$ cat config.mk
export PLATFORM = sky130hd
export DESIGN_NAME = pipe_trace_buffer_flat
export DESIGN_NICKNAME = d
export VERILOG_FILES = /design/src/rtl/pipe_trace_buffer_pkg.sv /design/src/rtl/pipe_trace_buffer_if.sv /design/src/rtl/pipe_trace_buffer_trace_ram.sv /design/src/rtl/pipe_trace_buffer.sv /design/src/flat_wrapper.sv
export SDC_FILE = /design/constraint.sdc
export NUM_CORES = 1
export LEC_CHECK = 0
export ABC_AREA = 0
export CAP_MARGIN = 20
export CORE_MARGIN = 4
export CORE_UTILIZATION = 55
export DETAILED_ROUTE_END_ITERATION = 12
export PLACE_DENSITY_LB_ADDON = 0.08
export RECOVER_POWER = 100
export SLEW_MARGIN = 10
export SYNTH_ARGS = -nofsm -noshare
export SYNTH_HDL_FRONTEND = slang
export SYNTH_SLANG_ARGS = --single-unit
$ cat constraint.sdc
create_clock -name clk -period 5.2 [get_ports clk]
set_clock_uncertainty 0.1 [all_clocks]
set_input_delay 1.04 -clock clk [delete_from_list [all_inputs] [get_ports clk]]
set_output_delay 1.04 -clock clk [all_outputs]
set_load 0.1 [all_outputs]
$ cat src/rtl/pipe_trace_buffer_pkg.sv
// pipe_trace_buffer_pkg
// Shared definitions for the pipeline trace buffer. It holds the trace FSM
// state encoding, the pipeline stage codes carried in each trace record, and
// the trigger qualification helper.
package pipe_trace_buffer_pkg;

  // The encoding is visible on the trc_state port, so the values are fixed.
  typedef enum logic [1:0] {
    ST_IDLE    = 2'd0,
    ST_CAPTURE = 2'd1,
    ST_POST    = 2'd2,
    ST_DONE    = 2'd3
  } trc_state_t;

  // Stage code 0 marks a slot with no real pipeline record, so it is never stored.
  localparam logic [1:0] STAGE_NONE    = 2'd0;
  localparam logic [1:0] STAGE_FETCH   = 2'd1;
  localparam logic [1:0] STAGE_DECODE  = 2'd2;
  localparam logic [1:0] STAGE_EXECUTE = 2'd3;

  // A record triggers when it is valid and is either an illegal instruction
  // or a match on the enabled trigger PC.
  function automatic logic is_trigger(input logic valid,
                                      input logic illegal,
                                      input logic pc_en,
                                      input logic pc_match);
    return valid & (illegal | (pc_en & pc_match));
  endfunction

endpackage

$ cat src/rtl/pipe_trace_buffer_if.sv
// pipe_trace_buffer_if
// Bundles the capture-side record bus and the readout handshake.
//   capture: cap_valid, cap_stage[1:0], cap_pc, cap_word, cap_illegal
//   readout: rd_valid, rd_ready, rd_stage[1:0], rd_pc, rd_word
// Modports:
//   master - the pipeline/consumer side (drives the records and rd_ready)
//   slave  - the trace buffer (drives the readout fields)
interface pipe_trace_buffer_if #(
  parameter int WORD_W = 16
) ();
  logic              cap_valid;
  logic [1:0]        cap_stage;
  logic [WORD_W-1:0] cap_pc;
  logic [WORD_W-1:0] cap_word;
  logic              cap_illegal;

  logic              rd_valid;
  logic              rd_ready;
  logic [1:0]        rd_stage;
  logic [WORD_W-1:0] rd_pc;
  logic [WORD_W-1:0] rd_word;

  modport master (
    output cap_valid, cap_stage, cap_pc, cap_word, cap_illegal, rd_ready,
    input  rd_valid, rd_stage, rd_pc, rd_word
  );

  modport slave (
    input  cap_valid, cap_stage, cap_pc, cap_word, cap_illegal, rd_ready,
    output rd_valid, rd_stage, rd_pc, rd_word
  );
endinterface

$ cat src/rtl/pipe_trace_buffer_trace_ram.sv
// trace_ram
// Trace storage: DEPTH entries of DATA_W bits. It has one synchronous write
// port and one asynchronous read port. The contents are not reset.
// Ports:
//   clk     - clock; writes happen on the rising edge
//   wr_en   - write enable
//   wr_addr - write address
//   wr_data - write data
//   rd_addr - read address
//   rd_data - read data (combinational)
module trace_ram #(
  parameter int DEPTH  = 16,
  parameter int DATA_W = 34
) (
  input  logic                     clk,
  input  logic                     wr_en,
  input  logic [$clog2(DEPTH)-1:0] wr_addr,
  input  logic [DATA_W-1:0]        wr_data,
  input  logic [$clog2(DEPTH)-1:0] rd_addr,
  output logic [DATA_W-1:0]        rd_data
);

  logic [DATA_W-1:0] mem [DEPTH];

  always_ff @(posedge clk) begin
    if (wr_en) begin
      mem[wr_addr] <= wr_data;
    end
  end

  assign rd_data = mem[rd_addr];

endmodule

$ cat src/rtl/pipe_trace_buffer.sv
// pipe_trace_buffer
// Circular trace buffer for pipeline records. After it is armed, it keeps the
// most recent DEPTH records. A trigger is an illegal instruction or a PC
// match. After the trigger it takes POST_TRIG more records, then freezes and
// raises halt_req. The held entries are then drained oldest-first through a
// valid/ready readout.
// Ports:
//   clk, reset          - clock, asynchronous active-high reset
//   arm                 - start a new capture (only honoured in IDLE)
//   trig_pc_en, trig_pc - PC-match trigger enable and value
//   bus                 - capture records in, readout entries out
//   count               - number of entries held
//   trc_state           - FSM state (IDLE/CAPTURE/POST/DONE)
//   overflow            - sticky: an old entry was overwritten
//   halt_req            - high exactly while the buffer is in DONE
module pipe_trace_buffer
  import pipe_trace_buffer_pkg::*;
#(
  parameter int DEPTH     = 16,
  parameter int WORD_W    = 16,
  parameter int POST_TRIG = 4
) (
  input  logic                   clk,
  input  logic                   reset,
  input  logic                   arm,
  input  logic                   trig_pc_en,
  input  logic [WORD_W-1:0]      trig_pc,
  pipe_trace_buffer_if.slave     bus,
  output logic [$clog2(DEPTH):0] count,
  output logic [1:0]             trc_state,
  output logic                   overflow,
  output logic                   halt_req
);

  localparam int PTR_W   = $clog2(DEPTH);
  localparam int CNT_W   = PTR_W + 1;
  localparam int ENTRY_W = 2 + 2 * WORD_W;
  localparam logic [PTR_W-1:0] POST_INIT = PTR_W'(POST_TRIG);
  localparam logic [CNT_W-1:0] FULL_CNT  = CNT_W'(DEPTH);

  trc_state_t         state;
  logic [PTR_W-1:0]   wr_ptr;
  logic [PTR_W-1:0]   rd_ptr;
  logic [PTR_W-1:0]   post_cnt;
  logic [CNT_W-1:0]   cnt;

  logic               capturing;
  logic               wr_en;
  logic               trig;
  logic               full;
  logic               pop;
  logic [ENTRY_W-1:0] rd_entry;

  assign capturing = (state == ST_CAPTURE) || (state == ST_POST);
  assign wr_en     = capturing && bus.cap_valid && (bus.cap_stage != STAGE_NONE);
  // Trigger only counts for a record that is actually stored, so the trigger
  // record is always present in the trace.
  assign trig      = wr_en && is_trigger(bus.cap_valid, bus.cap_illegal,
                                         trig_pc_en, bus.cap_pc == trig_pc);
  assign full      = (cnt == FULL_CNT);
  assign pop       = (state == ST_DONE) && (cnt != '0) && bus.rd_ready;

  trace_ram #(
    .DEPTH  (DEPTH),
    .DATA_W (ENTRY_W)
  ) u_ram (
    .clk     (clk),
    .wr_en   (wr_en),
    .wr_addr (wr_ptr),
    .wr_data ({bus.cap_stage, bus.cap_pc, bus.cap_word}),
    .rd_addr (rd_ptr),
    .rd_data (rd_entry)
  );

  // Pointer, count and FSM update. A write to a full buffer advances both
  // pointers, so the oldest entry is dropped and the count stays at DEPTH.
  // The readout pop that empties the buffer returns the FSM to IDLE.
  always_ff @(posedge clk or posedge reset) begin
    if (reset) begin
      state    <= ST_IDLE;
      wr_ptr   <= '0;
      rd_ptr   <= '0;
      post_cnt <= '0;
      cnt      <= '0;
      overflow <= 1'b0;
    end else begin
      case (state)
        ST_IDLE: begin
          if (arm) begin
            wr_ptr   <= '0;
            rd_ptr   <= '0;
            post_cnt <= '0;
            cnt      <= '0;
            overflow <= 1'b0;
            state    <= ST_CAPTURE;
          end
        end
        ST_CAPTURE, ST_POST: begin
          if (wr_en) begin
            wr_ptr <= wr_ptr + PTR_W'(1);
            if (full) begin
              rd_ptr   <= rd_ptr + PTR_W'(1);
              overflow <= 1'b1;
            end else begin
              cnt <= cnt + CNT_W'(1);
            end
            if (state == ST_CAPTURE) begin
              if (trig) begin
                if (POST_TRIG > 0) begin
                  post_cnt <= POST_INIT;
                  state    <= ST_POST;
                end else begin
                  state <= ST_DONE;
                end
              end
            end else begin
              post_cnt <= post_cnt - PTR_W'(1);
              if (post_cnt == PTR_W'(1)) begin
                state <= ST_DONE;
              end
            end
          end
        end
        ST_DONE: begin
          if (pop) begin
            rd_ptr <= rd_ptr + PTR_W'(1);
            cnt    <= cnt - CNT_W'(1);
            if (cnt == CNT_W'(1)) begin
              state <= ST_IDLE;
            end
          end
        end
        default: state <= ST_IDLE;
      endcase
    end
  end

  assign bus.rd_valid = (state == ST_DONE) && (cnt != '0);
  assign bus.rd_stage = rd_entry[ENTRY_W-1 -: 2];
  assign bus.rd_pc    = rd_entry[2*WORD_W-1 -: WORD_W];
  assign bus.rd_word  = rd_entry[WORD_W-1:0];

  assign count     = cnt;
  assign trc_state = state;
  assign halt_req  = (state == ST_DONE);

endmodule

$ cat src/flat_wrapper.sv
// flat-port wrapper written by rule: the top's interface ports become plain ports
module pipe_trace_buffer_flat import pipe_trace_buffer_pkg::*;
#(
  parameter int DEPTH     = 16,
  parameter int WORD_W    = 16,
  parameter int POST_TRIG = 4
)
  (clk, reset, arm, trig_pc_en, trig_pc, count, trc_state, overflow, halt_req, bus_cap_valid, bus_cap_stage, bus_cap_pc, bus_cap_word, bus_cap_illegal, bus_rd_ready, bus_rd_valid, bus_rd_stage, bus_rd_pc, bus_rd_word);
  pipe_trace_buffer_if #(.WORD_W(WORD_W)) bus_i ();
  input  logic clk;
  input  logic reset;
  input  logic arm;
  input  logic trig_pc_en;
  input  logic [WORD_W-1:0] trig_pc;
  output logic [$clog2(DEPTH):0] count;
  output logic [1:0] trc_state;
  output logic overflow;
  output logic halt_req;
  input wire logic [$bits(bus_i.cap_valid)-1:0] bus_cap_valid;
  input wire logic [$bits(bus_i.cap_stage)-1:0] bus_cap_stage;
  input wire logic [$bits(bus_i.cap_pc)-1:0] bus_cap_pc;
  input wire logic [$bits(bus_i.cap_word)-1:0] bus_cap_word;
  input wire logic [$bits(bus_i.cap_illegal)-1:0] bus_cap_illegal;
  input wire logic [$bits(bus_i.rd_ready)-1:0] bus_rd_ready;
  output wire logic [$bits(bus_i.rd_valid)-1:0] bus_rd_valid;
  output wire logic [$bits(bus_i.rd_stage)-1:0] bus_rd_stage;
  output wire logic [$bits(bus_i.rd_pc)-1:0] bus_rd_pc;
  output wire logic [$bits(bus_i.rd_word)-1:0] bus_rd_word;
  assign bus_i.cap_valid = bus_cap_valid;
  assign bus_i.cap_stage = bus_cap_stage;
  assign bus_i.cap_pc = bus_cap_pc;
  assign bus_i.cap_word = bus_cap_word;
  assign bus_i.cap_illegal = bus_cap_illegal;
  assign bus_i.rd_ready = bus_rd_ready;
  assign bus_rd_valid = bus_i.rd_valid;
  assign bus_rd_stage = bus_i.rd_stage;
  assign bus_rd_pc = bus_i.rd_pc;
  assign bus_rd_word = bus_i.rd_word;
  pipe_trace_buffer #(.DEPTH(DEPTH), .WORD_W(WORD_W), .POST_TRIG(POST_TRIG)) u_core (.clk(clk), .reset(reset), .arm(arm), .trig_pc_en(trig_pc_en), .trig_pc(trig_pc), .bus(bus_i), .count(count), .trc_state(trc_state), .overflow(overflow), .halt_req(halt_req));
endmodule
Yosys cells after proc, flatten, opt, wreduce, memory -nomap -nowiden. Memories as Yosys holds them, arrays and structs flattened. Cells that the tools add are included.

Multiplexer cells: 30. Div/mod/pow operators: 0. Reduce and logical (&&, ||, !) cells: 17. $lt $le $gt $ge: 0. Equal/unequal tests: 15. Multipliers: 0. Bitwise logic cells: 3. Add/sub/neg operators: 5. Shift operators: 0.

Operator list (count): $mux W4 (8); $mux W5 (4); $eq A16 B16 Y1 (1); $pmux W4 S2 (2); $reduce_and A4 Y1 (4); $pmux W5 S3 (1); $mux W2 (7); $pmux W4 S3 (1); $add A4 B1 Y4 const B (2); $ne A2 B1 Y1 const B (4); $pmux W2 S3 (1); $reduce_and A6 Y1 (1); $add A5 B1 Y5 const B (1); $eq A5 B1 Y1 const B (1); $eq A5 B5 Y1 const B (1); $logic_and A1 B1 Y1 (5); $mux W1 (5); $reduce_bool A5 Y1 (1); $sub A5 B1 Y5 const B (1); $eq A2 B2 Y1 const B (2); $eq A4 B1 Y1 const B (1); $ne A2 B2 Y1 const B (2); $reduce_bool A2 Y1 (2); $sub A4 B1 Y4 const B (1); other kinds (10) (11).

Logic and storage cells: 77. Latch bits: 0. Register bits after elaboration: 20. Memories: 1. RAM bits: 544. Output and inout port bits: 44. Bits in read-only memories: 0.

Memories: u_core.u_ram.mem (depth 16, width 34, read ports 1, clocked after Yosys merged registers in 0, write ports 1, RTL line pipe_trace_buffer_trace_ram.sv:23) `logic [DATA_W-1:0] mem [DEPTH];`.

Logic depth before layout (Yosys ltp).
Depth in word-level cells: 9. Depth in mapped cells: 9. Mapped depth without buffers: 8.

Hierarchy. Synthesis repeated with hierarchy kept, for this count alone.

Cell total of the unflattened synthesis: 1035. Area total of the unflattened synthesis: 22028.6 sq um.

Modules (own cells, without submodules): trace_ram (area each 20395.8 sq um, sequential area each 16335.7 sq um, cells an instance 854, times used 1); pipe_trace_buffer (area each 1632.8 sq um, sequential area each 500.5 sq um, cells an instance 181, times used 1).

Least setup slack after synthesis. OpenSTA, ideal clock, no wires.

Path kind: flip-flop to flip-flop. From: register u_core.state[1] (netlist: u_core.trc_state[1]). To: memory u_core.u_ram.mem[0][0], enable pin. Path slack: 0.412 ns. Period minus slack after synthesis: 4.788 ns. Setup time: 0.468 ns. Data required time: 4.632 ns. Path buffers: 1. Cell stages (with the launch flop): 7. Arrival time: 4.220 ns. Cell sequence: dfrtp_1 inv_1 ha_1 buf_4 o211a_4 nand2_1 nor3_1.

Word-level cells in the longest chain between the ends: 6.

Ends and longest elaborated chain: start: declaration (RTL line pipe_trace_buffer.sv:41) `trc_state_t state;`; start signal: assignment (RTL line pipe_trace_buffer.sv:80) `state <= ST_IDLE;`; start signal: assignment (RTL line pipe_trace_buffer.sv:95) `state <= ST_CAPTURE;`; start signal: assignment (RTL line pipe_trace_buffer.sv:111) `state <= ST_POST;`; $eq A2 B1 Y1 or $eq A2 B2 Y1 (tied branches) (RTL line pipe_trace_buffer.sv:54) `assign capturing = (state == ST_CAPTURE) || (state == ST_POST);`; $logic_or A1 B1 Y1 (*) (RTL line pipe_trace_buffer.sv:54); via u_core.capturing (RTL line pipe_trace_buffer.sv:47) `logic capturing;`; $logic_and A1 B1 Y1 (*) (2 in series) (RTL line pipe_trace_buffer.sv:55) `assign wr_en = capturing && bus.cap_valid && (bus.cap_stage != STAGE_NONE);`; $mux W1 (*) (RTL line pipe_trace_buffer_trace_ram.sv:26) `if (wr_en) begin`; $mux W1 (implied by the code) (*) (RTL line pipe_trace_buffer_trace_ram.sv:27) `mem[wr_addr] <= wr_data;`; end: declaration (RTL line pipe_trace_buffer_trace_ram.sv:23).

The timed path passes the listed nets; every way through them passes the cells marked *.

Final worst setup path.
From: register u_core.rd_ptr[0]. To: output bus_rd_word[5].

Word-level cells in the longest chain between the ends: 1.

Ends and longest elaborated chain: start: declaration (RTL line pipe_trace_buffer.sv:43) `logic [PTR_W-1:0] rd_ptr;`; start signal: assignment (RTL line pipe_trace_buffer.sv:102) `rd_ptr <= rd_ptr + PTR_W'(1);`; start signal: assignment (RTL line pipe_trace_buffer.sv:126) `rd_ptr <= rd_ptr + PTR_W'(1);`; $mem_v2 Z16 W34; end: declaration (RTL line flat_wrapper.sv:28) `output wire logic [$bits(bus_i.rd_word)-1:0] bus_rd_word;`.

No other way between the ends.

==> flow_summary.yaml <==
floorplan:
  core_um2: 39900
  die_area_um2: 43900
  start_util: 0.560
  fp.dieW_um: 210
  fp.dieH_um: 210
  std_cell_rows: 73
  io_pins: 101
critical_path:
  critPathArrivalTime_ns: 3.60
  worst_setup_path_end_kind: "output pin"
  worst_path_max_delay_cell: "clkbuf_4"
  critPathKind: "reg2out"
  startpoint: "u_core.rd_ptr[0]"
  crit_end: "bus_rd_word[5]"
  critPathLaunchType: "flip-flop"
  reg2regPathDepth: 6
  reg2reg_from: "u_core.trc_state[0]"
  ff2ff_setup_slack_ns: 0.94
  cp_num_buf_inv: 2
  path_max_fanout: 41
  required_ns: 4.06
  crit_cells: 4
  critPathMaxStageDelay_ns: 0.77
  r2r_end: "u_core.u_ram.mem[10][19]"
  crit_family: "multiplexers"
  crit_chain: "clkbuf_4, mux4_1, mux4_2, clkbuf_2"
clocking:
  cts_resized: 0
  holdBufCountCts: 0
  insertion_delay_ns: 0.59
  cts_buffer_depth: 3
  cts_made_buffers: 56
  clk_pin_slew_worst_paths_ns: 0.06
  clock-sinks: 564
  post_cts_buffers: 0
  cts_tree: "yes"
  cts_root_buffer: "clkbuf_16"
  htree_levels: 2
placed_design:
  routabilityCongestion: 0.759
  numPortBuffers: 100
  dp_slack_ns: 1.24
  dpl_cell_area_um2: 24000
  detailedPlacementHpwl_um: 25000
job:
  drv_cap: 6
routing:
  drcViolationCount: 0
  drt_iter0_drc: 772
  vias: 10200
  ant_nets: 0
  drt_pass1_iterations: 4
  drt-vias-per-instance: 6.10
  drt-total-wl_um: 46900
  wl_per_cell_um: 28.0
final_layout:
  area_delta_synth_final_pct: 14.8
  fin_nets: 1172
  utilization: 0.643
  layout-drive-gt1-share: 0.230
  fin_area_um2: 25700
  nFillCells: 2710
  diodes: 0
synth:
  yosysWarningCount: 0
  synthArstFlopShare: 0.0355
  syn_inst: 960
  synth-adder-area-share: 0.00840
  syn-cell-area_um2: 22300
  synth_ff_type: "edfxtp_1"
  synth_xor_area_frac: 0.00784
  syn_area_per_cell_um2: 23.3
  yosys.area_share.simple: 0.0191
  synth_cell_types: 48
  ys_seq_area_frac: 0.754
  synth_top_family_by_area: "multiplexers"
  synth-seq-cells: 564
  synth_nets: 1032
  synthMuxAreaShare: 0.181
  synth-compound-area-share: 0.0122
  synth_edf_count: 544
timing:
  max_freq_mhz: 211
  setup_ws_ns: 0.465
  finalCritPeriodShare: 0.911
  finalSetupTns_ns: 0
  setup_viol: 0
  rsz0062_at_grt: "false"
  slew_violations: 95
  period_needed_ns: 4.74
  hold_viol: 0
  max_slew_margin: -0.575
  worst_slew_pin_slew_ns: 2.35
global_routing:
  grt_usage: 0.219
  grt_pass1_vias: 10700
  grt_antenna_before_repair: 1
  grt_pass1_wl_um: 70400
  grt-ovfl-total: 0
  grt_max_degree: 84
outcome:
  outcome: "finished, violations left"
  violations: "capacitance limit, slew limit"
power:
  power.density_nw_per_um2: 569
  vdd_drop_max_mv: 0.394
  leakage_nw: 8.30
  totalPowerFinal_w: 0.0146
min_path:
  hold_class: "reg2reg"
synth_stat cells (2+ instances only):
library cell,number,area (um2)
edfxtp_1,544,16300
mux4_2,123,2770
mux4_1,47,1230
nand2_1,26,97.6
nor2_1,22,82.6
dfrtp_1,20,500
clkbuf_1,18,67.6
ha_1,15,188
inv_1,14,52.6
xnor2_1,13,114
o21ai_0,12,60.1
nor3_1,10,50.1
a21oi_1,8,40.0
buf_2,8,40.0
buf_6,8,90.1
buf_1,7,26.3
xor2_1,7,61.3
nand2b_1,6,37.5
buf_12,5,100
o31ai_1,5,37.5
a21o_1,4,30.0
nand4_1,4,25.0
nand3_1,3,15.0
nor2b_1,3,18.8
a31oi_1,2,12.5
buf_4,2,15.0
mux2i_1,2,20.0
nor4b_1,2,17.5
layout by cell type (no fill, tap or decap), types with 2 or more instances in the layout:
cell type	Yosys	layout
a21o_1	4	4
a21oi_1	8	9
a31oi_1	2	2
buf_12	5	7
buf_4	2	9
bufinv_16	0	10
clkbuf_1	18	23
clkbuf_16	0	57
clkbuf_2	0	36
clkbuf_4	0	2
clkdlybuf4s50_1	0	21
clkinv_1	0	12
clkinv_2	0	7
clkinvlp_4	0	4
dfrtp_1	20	16
dfrtp_2	0	2
dfrtp_4	0	2
dlygate4sd3_1	0	46
edfxtp_1	544	544
ha_1	15	15
inv_1	14	14
inv_6	0	3
mux2i_1	2	2
mux4_1	47	47
mux4_2	123	123
nand2_1	26	26
nand2b_1	6	6
nand3_1	3	3
nand4_1	4	4
nor2_1	22	21
nor2b_1	3	3
nor3_1	10	10
nor4_1	1	3
nor4b_1	2	2
o21ai_0	12	12
o31ai_1	5	5
xnor2_1	13	13
xor2_1	7	7
report_power, final:
group          leakage (nW)  internal (W)  total (W)  switching [W]
Sequential             5.14       0.00522    0.00544       0.000219
Combinational          2.23       0.00165    0.00498        0.00333
Clock                 0.919       0.00251    0.00417        0.00166
worst min-delay path by stage:
stage | slack, ns | depth (start not counted) | endpoint | start
after floorplan | 0.37 | 1 | u_core.post_cnt[1] | u_core.post_cnt[1]
after global placement | 0.38 | 1 | u_core.post_cnt[1] | u_core.post_cnt[1]
after detailed placement | 0.40 | 1 | u_core.post_cnt[1] | u_core.post_cnt[1]
after CTS | 0.41 | 1 | u_core.post_cnt[1] | u_core.post_cnt[1]
after global routing | 0.45 | 1 | u_core.post_cnt[1] | u_core.post_cnt[1]
final | 0.41 | 1 | u_core.post_cnt[1] | u_core.post_cnt[1]
stage by stage:
stage | hold slack, ns | std cells
after floorplan | 0.365 | 960
after global placement | 0.385 | 1567
after detailed placement | 0.400 | 1567
after CTS | 0.412 | 1673
after global routing | 0.451 | 1673
final | 0.405 | 1673
state kept, by name, summed over array words and instances (netlist names):
signal,flops
u_core.wr_ptr,4
u_core.rd_ptr,4
u_core.overflow,1
u_core.trc_state,2
u_core.count,5
u_core.post_cnt,4
u_core.u_ram.mem,544
area by class of cell:
class / instances / area [um2] / area share
Clock inverter: 36 / 437 / 0.0170
Sequential cell: 564 / 16800 / 0.657
Tap cell: 525 / 657 / 0.0256
Inverter: 14 / 52.6 / 0.00205
Timing Repair Buffer: 131 / 1110 / 0.0433
Clock buffer: 70 / 1480 / 0.0575
Multi-Input combinational cell: 333 / 5070 / 0.198
logic make-up (layout without fill, tap and decap cells):
kind of cell	Yosys count	count (layout)
buffers and inverters	63	251
and+or+nand+nor	84	84
AOI/OAI and AO/OA	41	41
xor gates and xnor gates	20	20
muxes	173	173
DFF	564	564
adders and majority gates	15	15
layer usage:
layer  wire (um)  GRT usage
met1       19900      0.318
met2       23800      0.364
met3        2480     0.0329
met4         725     0.0457
met5           0          0
Power figures use the tool's default switching activity.
